**src/rtl/ir_sensor_scanner.sv**
```systemverilog
// Time-multiplexed IR obstacle scanner: bursts a carrier on one emitter at a time,
// compares the receiver echo with and without the emitter, and debounces a per-channel clear flag.
module ir_sensor_scanner #(
    parameter int CARRIER_HALF = 4,
    parameter int BURST_LEN    = 32,
    parameter int QUIET_LEN    = 32,
    parameter int DEBOUNCE     = 2
) (
    input  logic       clk,
    input  logic       rst_n,
    input  logic       scan_en,
    input  logic [3:0] ir_rx_n,
    output logic [3:0] ir_tx,
    output logic [3:0] ir_clear,
    output logic       frame_done,
    output logic       ir_valid
);

    localparam int PHASE_MAX = (BURST_LEN > QUIET_LEN) ? BURST_LEN : QUIET_LEN;
    localparam int PW        = $clog2(PHASE_MAX);
    localparam int CW        = (CARRIER_HALF > 1) ? $clog2(CARRIER_HALF) : 1;

    localparam logic [PW-1:0] BURST_LAST   = PW'(BURST_LEN - 1);
    localparam logic [PW-1:0] QUIET_LAST   = PW'(QUIET_LEN - 1);
    localparam logic [CW-1:0] CARRIER_LAST = CW'(CARRIER_HALF - 1);
    localparam logic [3:0]    DEB_LIMIT    = 4'(DEBOUNCE);

    typedef enum logic [1:0] {
        IDLE  = 2'd0,
        BURST = 2'd1,
        QUIET = 2'd2
    } state_t;

    state_t          state;
    state_t          next_state;
    logic [PW-1:0]   phase;
    logic [1:0]      ch;
    logic [CW-1:0]   car_cnt;
    logic            carrier;
    logic            echo_on;
    logic [3:0]      rx_meta_n;
    logic [3:0]      rx_sync_n;
    logic [3:0]      echo;
    logic [3:0]      dcnt [4];
    logic            burst_end;
    logic            quiet_end;
    logic            raw_clear;

    // Receivers idle high, so the synchronizer resets to "no carrier".
    always_ff @(posedge clk or negedge rst_n) begin
        if (!rst_n) begin
            rx_meta_n <= 4'hF;
            rx_sync_n <= 4'hF;
        end else begin
            // NOTE: non-blocking assignments make both flops sample the old value, forming a true two-stage chain.
            rx_meta_n <= ir_rx_n;
            rx_sync_n <= rx_meta_n;
        end
    end

    assign echo      = ~rx_sync_n;
    assign burst_end = (state == BURST) && (phase == BURST_LAST);
    assign quiet_end = (state == QUIET) && (phase == QUIET_LAST);
    // An echo that persists with the emitter off is ambient light, not a reflection.
    assign raw_clear = ~(echo_on & ~echo[ch]);

    always_ff @(posedge clk or negedge rst_n) begin
        if (!rst_n) begin
            state <= IDLE;
        end else begin
            state <= next_state;
        end
    end

    always_comb begin
        next_state = state;
        case (state)
            IDLE:    if (scan_en) next_state = BURST;
            BURST:   if (!scan_en) next_state = IDLE;
                     else if (phase == BURST_LAST) next_state = QUIET;
            QUIET:   if (!scan_en) next_state = IDLE;
                     else if (phase == QUIET_LAST) next_state = BURST;
            default: next_state = IDLE;
        endcase
    end

    always_comb begin
        // NOTE: default first so every path assigns ir_tx and no latch is inferred.
        ir_tx = 4'b0000;
        if (state == BURST) ir_tx[ch] = carrier;
    end

    always_ff @(posedge clk or negedge rst_n) begin
        if (!rst_n) begin
            phase   <= '0;
            ch      <= 2'd0;
            car_cnt <= '0;
            carrier <= 1'b0;
            echo_on <= 1'b0;
        end else begin
            if (next_state != state || state == IDLE) phase <= '0;
            else                                      phase <= phase + 1'b1;

            if (next_state == IDLE) ch <= 2'd0;
            else if (quiet_end)     ch <= ch + 2'd1;

            if (next_state == BURST && state != BURST) begin
                carrier <= 1'b1;
                car_cnt <= '0;
            end else if (state == BURST) begin
                if (car_cnt == CARRIER_LAST) begin
                    car_cnt <= '0;
                    carrier <= ~carrier;
                end else begin
                    car_cnt <= car_cnt + 1'b1;
                end
            end

            if (burst_end) echo_on <= echo[ch];
        end
    end

    // A result completed in the last QUIET cycle is applied even if scan_en drops in that cycle.
    always_ff @(posedge clk or negedge rst_n) begin
        if (!rst_n) begin
            ir_clear   <= 4'b0000;
            frame_done <= 1'b0;
            ir_valid   <= 1'b0;
            // NOTE: the small counter array is reset explicitly; every entry is state that must start at zero.
            for (int i = 0; i < 4; i++) dcnt[i] <= 4'd0;
        end else begin
            frame_done <= 1'b0;
            if (quiet_end) begin
                if (raw_clear == ir_clear[ch]) begin
                    dcnt[ch] <= 4'd0;
                end else if (dcnt[ch] + 4'd1 == DEB_LIMIT) begin
                    ir_clear[ch] <= ~ir_clear[ch];
                    dcnt[ch]     <= 4'd0;
                end else begin
                    dcnt[ch] <= dcnt[ch] + 4'd1;
                end
                if (ch == 2'd3) begin
                    frame_done <= 1'b1;
                    ir_valid   <= 1'b1;
                end
            end
        end
    end

endmodule

```
**config.mk**
```make
export PLATFORM = sky130hd
export DESIGN_NAME = ir_sensor_scanner
export DESIGN_NICKNAME = d
export VERILOG_FILES = /design/src/rtl/ir_sensor_scanner.sv
export SDC_FILE = /design/constraint.sdc
export NUM_CORES = 1
export LEC_CHECK = 0
export BUFFER_PORTS_ARGS = -buffer_cell sky130_fd_sc_hd__buf_2
export CAP_MARGIN = 20
export CELL_PAD_IN_SITES_DETAIL_PLACEMENT = 1
export CELL_PAD_IN_SITES_GLOBAL_PLACEMENT = 1
export CORE_ASPECT_RATIO = 1.1
export CORE_MARGIN = 2
export CORE_UTILIZATION = 43
export CTS_CLUSTER_SIZE = 10
export DETAILED_ROUTE_END_ITERATION = 6
export PLACE_DENSITY_LB_ADDON = 0.1
export SYNTH_ARGS = -nofsm -noshare
export SYNTH_HDL_FRONTEND = slang
export SYNTH_SLANG_ARGS = --single-unit
export TNS_END_PERCENT = 5
```
**constraint.sdc**
```tcl
create_clock -name clk -period 2.23 [get_ports clk]
set_clock_uncertainty 0.1 [all_clocks]
set_input_delay 0.3345 -clock clk [delete_from_list [all_inputs] [get_ports clk]]
set_output_delay 0.3345 -clock clk [all_outputs]
set_load 0.01 [all_outputs]
```
==> metrics, run 1 <==
# IOs=17; reg-to-reg endpoint=ir_clear[2]; Port-buffer cells=16; CP startpoint kind=register; clk slew on worst S/H paths=90 ps; Int Pwr=1.29 mW; fin. max-slew vios=0; worst rel slew slack=62.9%; Synth top cells by count=dfrtp_1, nand2_1, nor2_1, o21ai_0; worst path bufs/invs=0; CTS max path bufs=2; largest net degree at the start of global routing=25; combinational power share=4.8%; Syn Area/Cell=11.8 µm²; Net Sw Power=338 µW; Setup TNS=-522 ps; failing checks=negative setup slack; Ant. Diodes=0; Worst-Margin Slew=556 ps; Std-Cell Core Area=0.00459 mm²; cell taking the most area after synthesis=dfrtp_1; Post-CTS Setup Inserts=0; data required time at the worst endpoint=2310 ps; switching share of total power=20.8%; Rows=26; XOR/XNOR Fraction of Synth Area=3.47%; end of the worst hold path=rx_meta_n[0]; power density over the cells=666 mW/mm²; CP max-delay cell=mux4_2; Synthesis Warnings=0; Seq cells post-synth=43; asr flop ratio synth=100%; Top FF cell, synth=dfrtp_1; final hold violation count=0; DRT iter0 DRCs=29; DR vias/cell=5.38; Syn-to-layout area delta=21.0%; Synth Area in Compound Gates=6.07%; layout cells sized above 1=33.2%; CTS tree=yes; Worst EP arrival=2410 ps; status=finished, violations left; Die Width=69.4 µm; routed via count=1,405; Area contributors post-synth=dfrtp_1, dfstp_2, ha_1; unrepaired setup endpoints after global routing=true; Final Power=1.63 mW; Clock Latency Late Sink=300 ps; Reg power frac=51.0%; hold path start=ir_rx_n[0]; register area=0.00109 mm²; max incr delay on CP=620 ps; Final Wtd Congestion=0.767; net count after synthesis=187; Reg2Reg Depth=5; P_leak=1.16 nW; HPWL Detailed=3290 µm; Synth Instances=171; mapped cell area=0.00202 mm²; Hold Crit Class=input pin to register; final WL=4350 µm; H-tree depth=2; Worst R2R Setup Slack=-100 ps; Initial Util=44.1%; Crit path max-delay family=multiplexers; Max Freq=429 MHz; period utilisation layout=105%; CP cell instances=mux4_2, and3b_4, o32ai_4, nand4_1, mux2_4; Yosys cell types=34; post-route ant nets=0; final setup fails=8; WHS Path Cells=1; number of global-route vias before repair=1,486; nets@finish=220; crit path time final=2330 ps; Total Routing Usage GR=18.1%; post-synthesis mux area share=14.7%; Final WS setup=-101 ps; cell with the most instances after synthesis=dfrtp_1; Multi-input gate area=925 µm²; critical path class=register to register; MaxCap Viol Count=0; EDFF count, synth=0; first-pass GRT wire length=7310 µm; simple-gate share of the synthesized area=13.8%; iteration count of the initial detailed-routing pass=4; GRT overflow=0; R2R Path Start=ch[0]; wire per inst=16.7 µm; initial antenna violation count=0; largest family of logic cells by synthesized area=multiplexers; Seq/Total Area, Yosys=53.7%; post-synthesis adder-cell area fraction=5.57%; Die Y=75.9 µm; Filler cells=500; drt drc=0; clock share of power=44.1%; Max rail drop VDD=0.529 mV; crit path max fanout=5; Yosys top cell area share=43.3%; Worst Setup End Kind=register; clk root buf=clkbuf_8; # clock sinks=43; total die area=0.00526 mm²; clock buffers created by TritonCTS=5
## power groups by stage
| stage | clock network [mW] | logic, mW | registers (mW) |
|---|---|---|---|
| after CTS | 0.728 | 0.0813 | 0.832 |
| after detailed placement | 0 | 0.0797 | 0.848 |
| after global routing | 0.760 | 0.0923 | 0.836 |
| after floorplan | 0 | 0.0436 | 0.839 |
| final | 0.719 | 0.0787 | 0.832 |
| after global placement | 0 | 0.0723 | 0.843 |
## final cells by class
class                   count  share of cell area [%]
multi-input cells         116                    37.8
clock buffers               6                    2.97
flip-flops and latches     43                    44.5
repair buffers             30                    8.19
clock inverters             2                    2.46
well taps                  56                    2.87
inverters                   8                    1.23
## worst max-delay path by stage
| stage | from | to | slack (ps) | depth (start not counted) |
|---|---|---|---|---|
| 4_1_cts | ch[0] | ir_clear[2] | -120 | 5 |
| 2_1_floorplan | ch[0] | dcnt[5] | -2 | 7 |
| 6_report | ch[0] | ir_clear[2] | -100 | 5 |
| 3_5_place_dp | ch[0] | dcnt[13] | -230 | 5 |
| 5_1_grt | ch[0] | ir_clear[2] | -200 | 5 |
| 3_3_place_gp | ch[0] | dcnt[5] | -160 | 5 |
## kinds of logic after synthesis
kind of cell	Yosys count
AND/OR/NAND/NOR	58
multiplexers	21
AO/OA/AOI/OAI	20
adder cells (fa/ha/maj)	9
buffers and inverters	12
XOR/XNOR	8
flip-flops	43
## registers in the layout, indices dropped and copies added (netlist names)
register    flops
dcnt           16
phase           5
ir_clear        4
rx_sync_n       4
car_cnt         2
rx_meta_n       4
state           2
ir_valid        1
frame_done      1
ch              2
echo_on         1
carrier         1
## per-stage QoR
stage | hold WS, ps | setup WS [ps] | instance area [µm²] | instances | util [%]
2_1_floorplan | -61.1 | -1.66 | 2040 | 171 | -
3_3_place_gp | 236 | -157 | 2280 | 252 | 49.6
3_5_place_dp | 245 | -227 | 2280 | 252 | 49.6
4_1_cts | 24.3 | -117 | 2440 | 261 | 53.2
5_1_grt | 20.0 | -198 | 2440 | 261 | 53.3
6_report | 32.4 | -101 | 2440 | 261 | 53.3
## routing by layer
metal / wire length [µm] / GRT usage [%]
met3: 152 / 3.57
met4: 67 / 6.54
met2: 2150 / 31.4
met5: 0 / 0
met1: 1990 / 23.0
## placed cells by master (no fill, tap or decap), types with 2 or more instances in the layout
| master | instances |
|---|---|
| o21ai_1 | 4 |
| and3_1 | 5 |
| buf_2 | 16 |
| nand2_1 | 22 |
| and2_1 | 2 |
| a21oi_1 | 2 |
| mux2i_1 | 3 |
| a31oi_1 | 2 |
| mux2_4 | 2 |
| nand3_1 | 3 |
| dfstp_2 | 8 |
| o21ai_0 | 9 |
| xnor2_1 | 4 |
| buf_4 | 12 |
| nand2b_1 | 3 |
| xor2_1 | 3 |
| mux4_2 | 4 |
| nor2_1 | 12 |
| nand4_1 | 4 |
| mux2_2 | 9 |
| inv_1 | 8 |
| clkbuf_8 | 5 |
| mux2_1 | 2 |
| dfrtp_1 | 34 |
| bufinv_16 | 2 |
| ha_1 | 7 |
## repair_timing
item | in CTS | in global routing
pin swaps | 5 | 4
gates resized for setup | 8 | 2
hold buffers | 1 | 0
setup endpoints to repair | 20 | 20
endpoints found under the hold margin | 22 | 0
Note: power is estimated with default switching activity, not from simulation.
==> inputs of run 2 (changes only) <==
--- a/config.mk
+++ b/config.mk
@@ -10,7 +10,6 @@
 export CELL_PAD_IN_SITES_DETAIL_PLACEMENT = 1
 export CELL_PAD_IN_SITES_GLOBAL_PLACEMENT = 1
 export CORE_ASPECT_RATIO = 1.1
-export CORE_MARGIN = 2
 export CORE_UTILIZATION = 43
 export CTS_CLUSTER_SIZE = 10
 export DETAILED_ROUTE_END_ITERATION = 6
==> run 2 against run 1 <==
The run still ends with negative setup slack left. Design area is 2.2% lower. Non-clock buffer count shrank 2. Count of clock-buffer cells in the layout is the same. Largest power group unchanged.
==> metrics, run 2 (synthesis results as in run 1) <==
Die Width=67.4 µm (-2.9%); clk root buf=clkbuf_8; crit path max fanout=5 (unchanged); Rows=25 (-3.8%); Worst-Margin Slew=830 ps (+274 ps); # IOs=17 (unchanged); Max rail drop VDD=0.383 mV (-28%); crit path time final=2320 ps (-15.5 ps); Final Power=1.39 mW (-15%); dpl cells=249 (-1.2%); Post-Route Utilization=54.2% (+0.91 points); drt drc=0 (unchanged); CTS max path bufs=2 (unchanged); H-tree depth=2 (unchanged); CP startpoint kind=register; HPWL Detailed=3110 µm (-5.7%); Placed Area=0.00225 mm² (-0.99%); Hold Crit Class=input pin to asynchronous set/reset pin; Die Y=73.9 µm (-2.6%); largest registers=dcnt x16, phase x5; power density over the cells=582 mW/mm² (-13%); final WL=4250 µm (-2.5%); Placement Setup Slack=-209 ps (+18.4 ps); unrepaired setup endpoints after global routing=true; failing checks=negative setup slack; Post-CTS Setup Inserts=0 (unchanged); DRT iter0 DRCs=64 (+120%); most frequent cells in the layout=dfrtp_1, nand2_1, buf_2, buf_4, nor2_1; number of global-route vias before repair=1,492 (+0.40%); Final WS setup=-85.6 ps (+15.5 ps); wire per inst=16.5 µm (-0.99%); Ant. Diodes=0 (unchanged); period utilisation layout=104% (-0.70 points); P_leak=1.12 nW (-2.9%); reg-to-reg endpoint=ir_clear[2]; nets@finish=218 (-0.91%); # clock sinks=43 (unchanged); Max Freq=432 MHz (+0.67%); commonest non-fill, non-tap cell in the layout=dfrtp_1; MaxCap Viol Count=0 (unchanged); Port-buffer cells=16 (unchanged); Initial Util=45.8% (+1.8 points); clk slew on worst S/H paths=80 ps (about the same); max FFs per register=16 (unchanged); Worst R2R Setup Slack=-90 ps (+20 ps); largest net degree at the start of global routing=38 (+52%); post-route ant nets=0 (unchanged); worst rel slew slack=44.6% (-18 points); Clock Latency Late Sink=290 ps (about the same); fin. max-slew vios=0 (unchanged); total die area=0.00498 mm² (-5.4%); post-route cell area=0.00239 mm² (-2.2%); Worst Setup End Kind=register; final setup fails=8 (unchanged); Reg2Reg Depth=5 (unchanged); Syn-to-layout area delta=18.3%; final hold violation count=0 (unchanged); Worst EP arrival=2400 ps (about the same); layout cells sized above 1=35.5% (+2.3 points); first-pass GRT wire length=7070 µm (-3.4%); Finished Layout Cells=257 (-1.5%); R2R Path Start=ch[0]; CTS tree=yes; GRT overflow=0 (unchanged); DR vias/cell=5.38 (-0.11%); Std-Cell Core Area=0.00441 mm² (-3.8%); Reg with most FFs=dcnt; data required time at the worst endpoint=2310 ps (about the same); critical path class=register to register; Final Wtd Congestion=0.781 (+1.8%); initial antenna violation count=0 (unchanged); clock buffers created by TritonCTS=5 (unchanged); iteration count of the initial detailed-routing pass=4 (unchanged); Total Routing Usage GR=20.1% (+2.1 points); routed via count=1,382 (-1.6%); status=finished, violations left
-- run 2: cell count changes in the layout (fill, tap and decap cells not counted), sizes merged --
cell         change
clkinv           +1
dlygate4sd3      -1
bufinv           -2
buf              -1
clkinvlp         +1
-- run 2: through the flow --
stage	hold slack [ps]	TNS, ps
floorplan	-61.1	-1.66
global placement	246	-697
detailed placement	247	-1930
CTS	20.5	-349
global route	24.3	-1180
finish	32.3	-375
-- run 2: what timing repair did --
| item | in CTS | in global routing |
|---|---|---|
| hold buffers | 0 | 0 |
| setup endpoints to repair | 20 | 20 |
| resized for setup | 6 | 13 |
| pin swaps | 2 | 1 |
-- run 2: routing by layer --
layer	part of all wire [%]	GRT usage [%]
met5	0	0
met1	46	26.6
met2	49	31.6
met3	3.1	3.88
met4	1.2	9.69
-- run 2: power by group --
group	switching [mW]	internal [mW]	total, mW
Clock	0.262	0.219	0.481
Sequential	0.0200	0.812	0.832
Combinational	0.0501	0.0300	0.0802
Total	0.332	1.06	1.39
-- run 2: layout make-up --
| class | count | area (µm²) |
|---|---|---|
| flip-flops and latches | 43 | 1090 |
| fillers | 489 | 2020 |
| clock buffers | 6 | 72.6 |
| clock inverters | 2 | 12.5 |
| repair buffers | 28 | 170 |
| multi-input cells | 116 | 951 |
| inverters | 8 | 30.0 |
| well taps | 54 | 67.6 |
-- run 2: worst max-delay path, stage by stage (launching register included) --
cell	delay [ps]
dfrtp_2	460
mux4_2	630
and3b_4	250
o32ai_4	270
nand4_1	170
mux2_4	320
-- run 2: how the worst max path moves through the flow --
stage           from          end  slack (ps)  cells past startpoint
3_3_place_gp   ch[0]      dcnt[1]        -120                      5
3_5_place_dp   ch[0]      dcnt[5]        -210                      5
4_1_cts        ch[0]  ir_clear[2]         -80                      5
6_report       ch[0]  ir_clear[2]         -90                      5
2_1_floorplan  ch[0]      dcnt[5]          -2                      7
5_1_grt        ch[0]  ir_clear[1]        -170                      5
==> inputs of run 3 (changes only) <==
--- a/config.mk
+++ b/config.mk
@@ -5,6 +5,7 @@
 export SDC_FILE = /design/constraint.sdc
 export NUM_CORES = 1
 export LEC_CHECK = 0
+export ABC_CLOCK_PERIOD_IN_PS = 2230
 export BUFFER_PORTS_ARGS = -buffer_cell sky130_fd_sc_hd__buf_2
 export CAP_MARGIN = 20
 export CELL_PAD_IN_SITES_DETAIL_PLACEMENT = 1
==> constraint.sdc (replaced) <==
create_clock -name clk -period 2.23 [get_ports clk]
set_clock_uncertainty 0.1 [all_clocks]
set_input_delay 0.1115 -clock clk [delete_from_list [all_inputs] [get_ports clk]]
set_output_delay 0.1115 -clock clk [all_outputs]
set_load 0.01 [all_outputs]
==> run 3 against run 2 <==
The flow still finishes with violations (negative setup slack). Non-clock buffer count rose by 7. Die area unchanged. Worst setup slack improved by 19 ps. Register-to-register slack better by 20 ps. Sequential share of layout area down 1.5 points. Combinational power up 3.5%. Maximum frequency is 0.81% higher. Critical path type unchanged.
==> metrics, run 3 (synthesis results as in run 1) <==
post-route cell area=0.00247 mm² (+3.3%); post-route ant nets=0 (unchanged); GRT overflow=0 (unchanged); power density over the cells=660 mW/mm² (+13%); Max Freq=435 MHz (+0.81%); max FFs per register=16 (unchanged); Port-buffer cells=16 (unchanged); Rows=25 (unchanged); DR WL met2=2150 µm (+2.4%); Die Width=67.4 µm (unchanged); MaxCap Viol Count=0 (unchanged); DR vias/cell=5.36 (-0.33%); Placed Area=0.00225 mm² (unchanged); number of global-route vias before repair=1,499 (+0.47%); dpl cells=249 (unchanged); status=finished, violations left; commonest non-fill, non-tap cell in the layout=dfrtp_1; max layer used=met4; unrepaired setup endpoints after global routing=true; # clock sinks=43 (unchanged); Worst-Margin Slew=957 ps (+127 ps); failing checks=negative setup slack; Setup TNS=-165 ps (+210 ps); crit path time final=2300 ps (-18.6 ps); Worst EP arrival=2380 ps (-20 ps); most frequent cells in the layout=dfrtp_1, nand2_1, buf_2, buf_4, nor2_1; hold path start=rx_meta_n[1]; Finished Layout Cells=264 (+2.7%); met1 wire length=2000 µm (+1.8%); DRT iter0 DRCs=49 (-23%); Final Power=1.63 mW (+17%); Worst Setup SP=ch[0]; HPWL Detailed=3050 µm (-1.9%); Final WS setup=-67.1 ps (+18.6 ps); period utilisation layout=103% (-0.83 points); layout cells sized above 1=31.4% (-4.0 points); clk slew on worst S/H paths=80 ps (about the same); critical path class=register to register; Syn-to-layout area delta=22.2%; Total Routing Usage GR=20.6% (+0.45 points); fin. max-slew vios=0 (unchanged); worst rel slew slack=36.2% (-8.5 points); clock buffers created by TritonCTS=5 (unchanged); crit path max fanout=5 (unchanged); Initial Util=45.8% (unchanged); Hold Crit Class=register to register; initial antenna violation count=0 (unchanged); Reg with most FFs=dcnt; P_leak=1.17 nW (+4.5%); data required time at the worst endpoint=2320 ps (about the same); total die area=0.00498 mm² (unchanged); drt drc=0 (unchanged); Worst Setup End Kind=register; Ant. Diodes=0 (unchanged); largest net degree at the start of global routing=44 (+16%); final WL=4360 µm (+2.7%); H-tree depth=2 (unchanged); Max rail drop VDD=0.449 mV (+17%); nets@finish=225 (+3.2%); final hold violation count=0 (unchanged); Clock Latency Late Sink=300 ps (about the same); R2R Path Start=ch[0]; CP startpoint kind=register; CTS tree=yes; Die Y=73.9 µm (unchanged); first-pass GRT wire length=7280 µm (+3.0%); largest registers=dcnt x16, phase x5; met3 wire length=126 µm (-3.1%); final setup fails=5 (-3); Std-Cell Core Area=0.00441 mm² (unchanged); clk root buf=clkbuf_8; wire per inst=16.5 µm (about the same); Final Wtd Congestion=0.770 (-1.4%); iteration count of the initial detailed-routing pass=4 (unchanged); # IOs=17 (unchanged); Hold Slack=257 ps (+224 ps); CTS max path bufs=2 (unchanged); routed via count=1,415 (+2.4%)
## run 3: changes by cell type in the layout (fill, tap and decap cells not counted), moves of 2 or more
cell	previous run	this run
dlygate4sd3_1	0	6
nand2_1	20	23
nand2_2	3	0
bufinv_16	0	2
o21ai_0	6	8
o21ai_1	7	5
xnor2_1	3	5
xnor2_2	2	0
## run 3: layer usage
layer | track usage [%] | vias to the layer above
met5 | 0 | -
met3 | 4.19 | 5
met4 | 9.22 | 0
li1 | - | 665
met2 | 34.0 | 23
met1 | 25.7 | 722
## run 3: path summary, 6_finish.rpt
kind / to / cells after the start / slack [ps]
max: ir_clear[3] / 6 / -70
min: rx_sync_n[1] / 0 / 260
min in group asynchronous: car_cnt[0] / 2 / 400
max reg2reg: ir_clear[3] / 6 / -70
max in group asynchronous: ch[0] / 2 / 980
min reg2reg: rx_sync_n[1] / 0 / 260
## run 3: layout make-up
type / count / area [µm²]
sequential: 43 / 1090
inverter: 8 / 30.0
timing repair buffer: 35 / 238
clock buffer: 6 / 72.6
tap: 54 / 67.6
clock inverter: 2 / 60.1
multi-input combinational: 116 / 915
fill: 477 / 1940
## run 3: power breakdown
part	switching [mW]	total (mW)	internal [mW]
Clock	0.268	0.716	0.448
Sequential	0.0184	0.830	0.812
Combinational	0.0472	0.0830	0.0358
Total	0.334	1.63	1.30
## run 3: what timing repair did
item | CTS | global route
setup buffers | 0 | 1
endpoints found under the hold margin | 40 | 0
pin swaps | 1 | 5
hold buffers | 6 | 0
gates resized for setup | 3 | 6
endpoints found under the setup margin | 20 | 21
cloned | 0 | 0
## run 3: critical path, cell delays in order (launching register included)
cell	delay, ps
dfrtp_2	440
mux4_2	620
ha_4	210
buf_4	140
o32ai_4	160
nand4_1	170
mux2_4	340
## run 3: stage by stage
step / utilization [%] / worst slack (ps)
detailed placement: 51.1 / -184
finish: 56.0 / -67.1
global route: 56.0 / -152
floorplan: - / -1.66
global placement: 51.1 / -128
CTS: 55.7 / -66.1
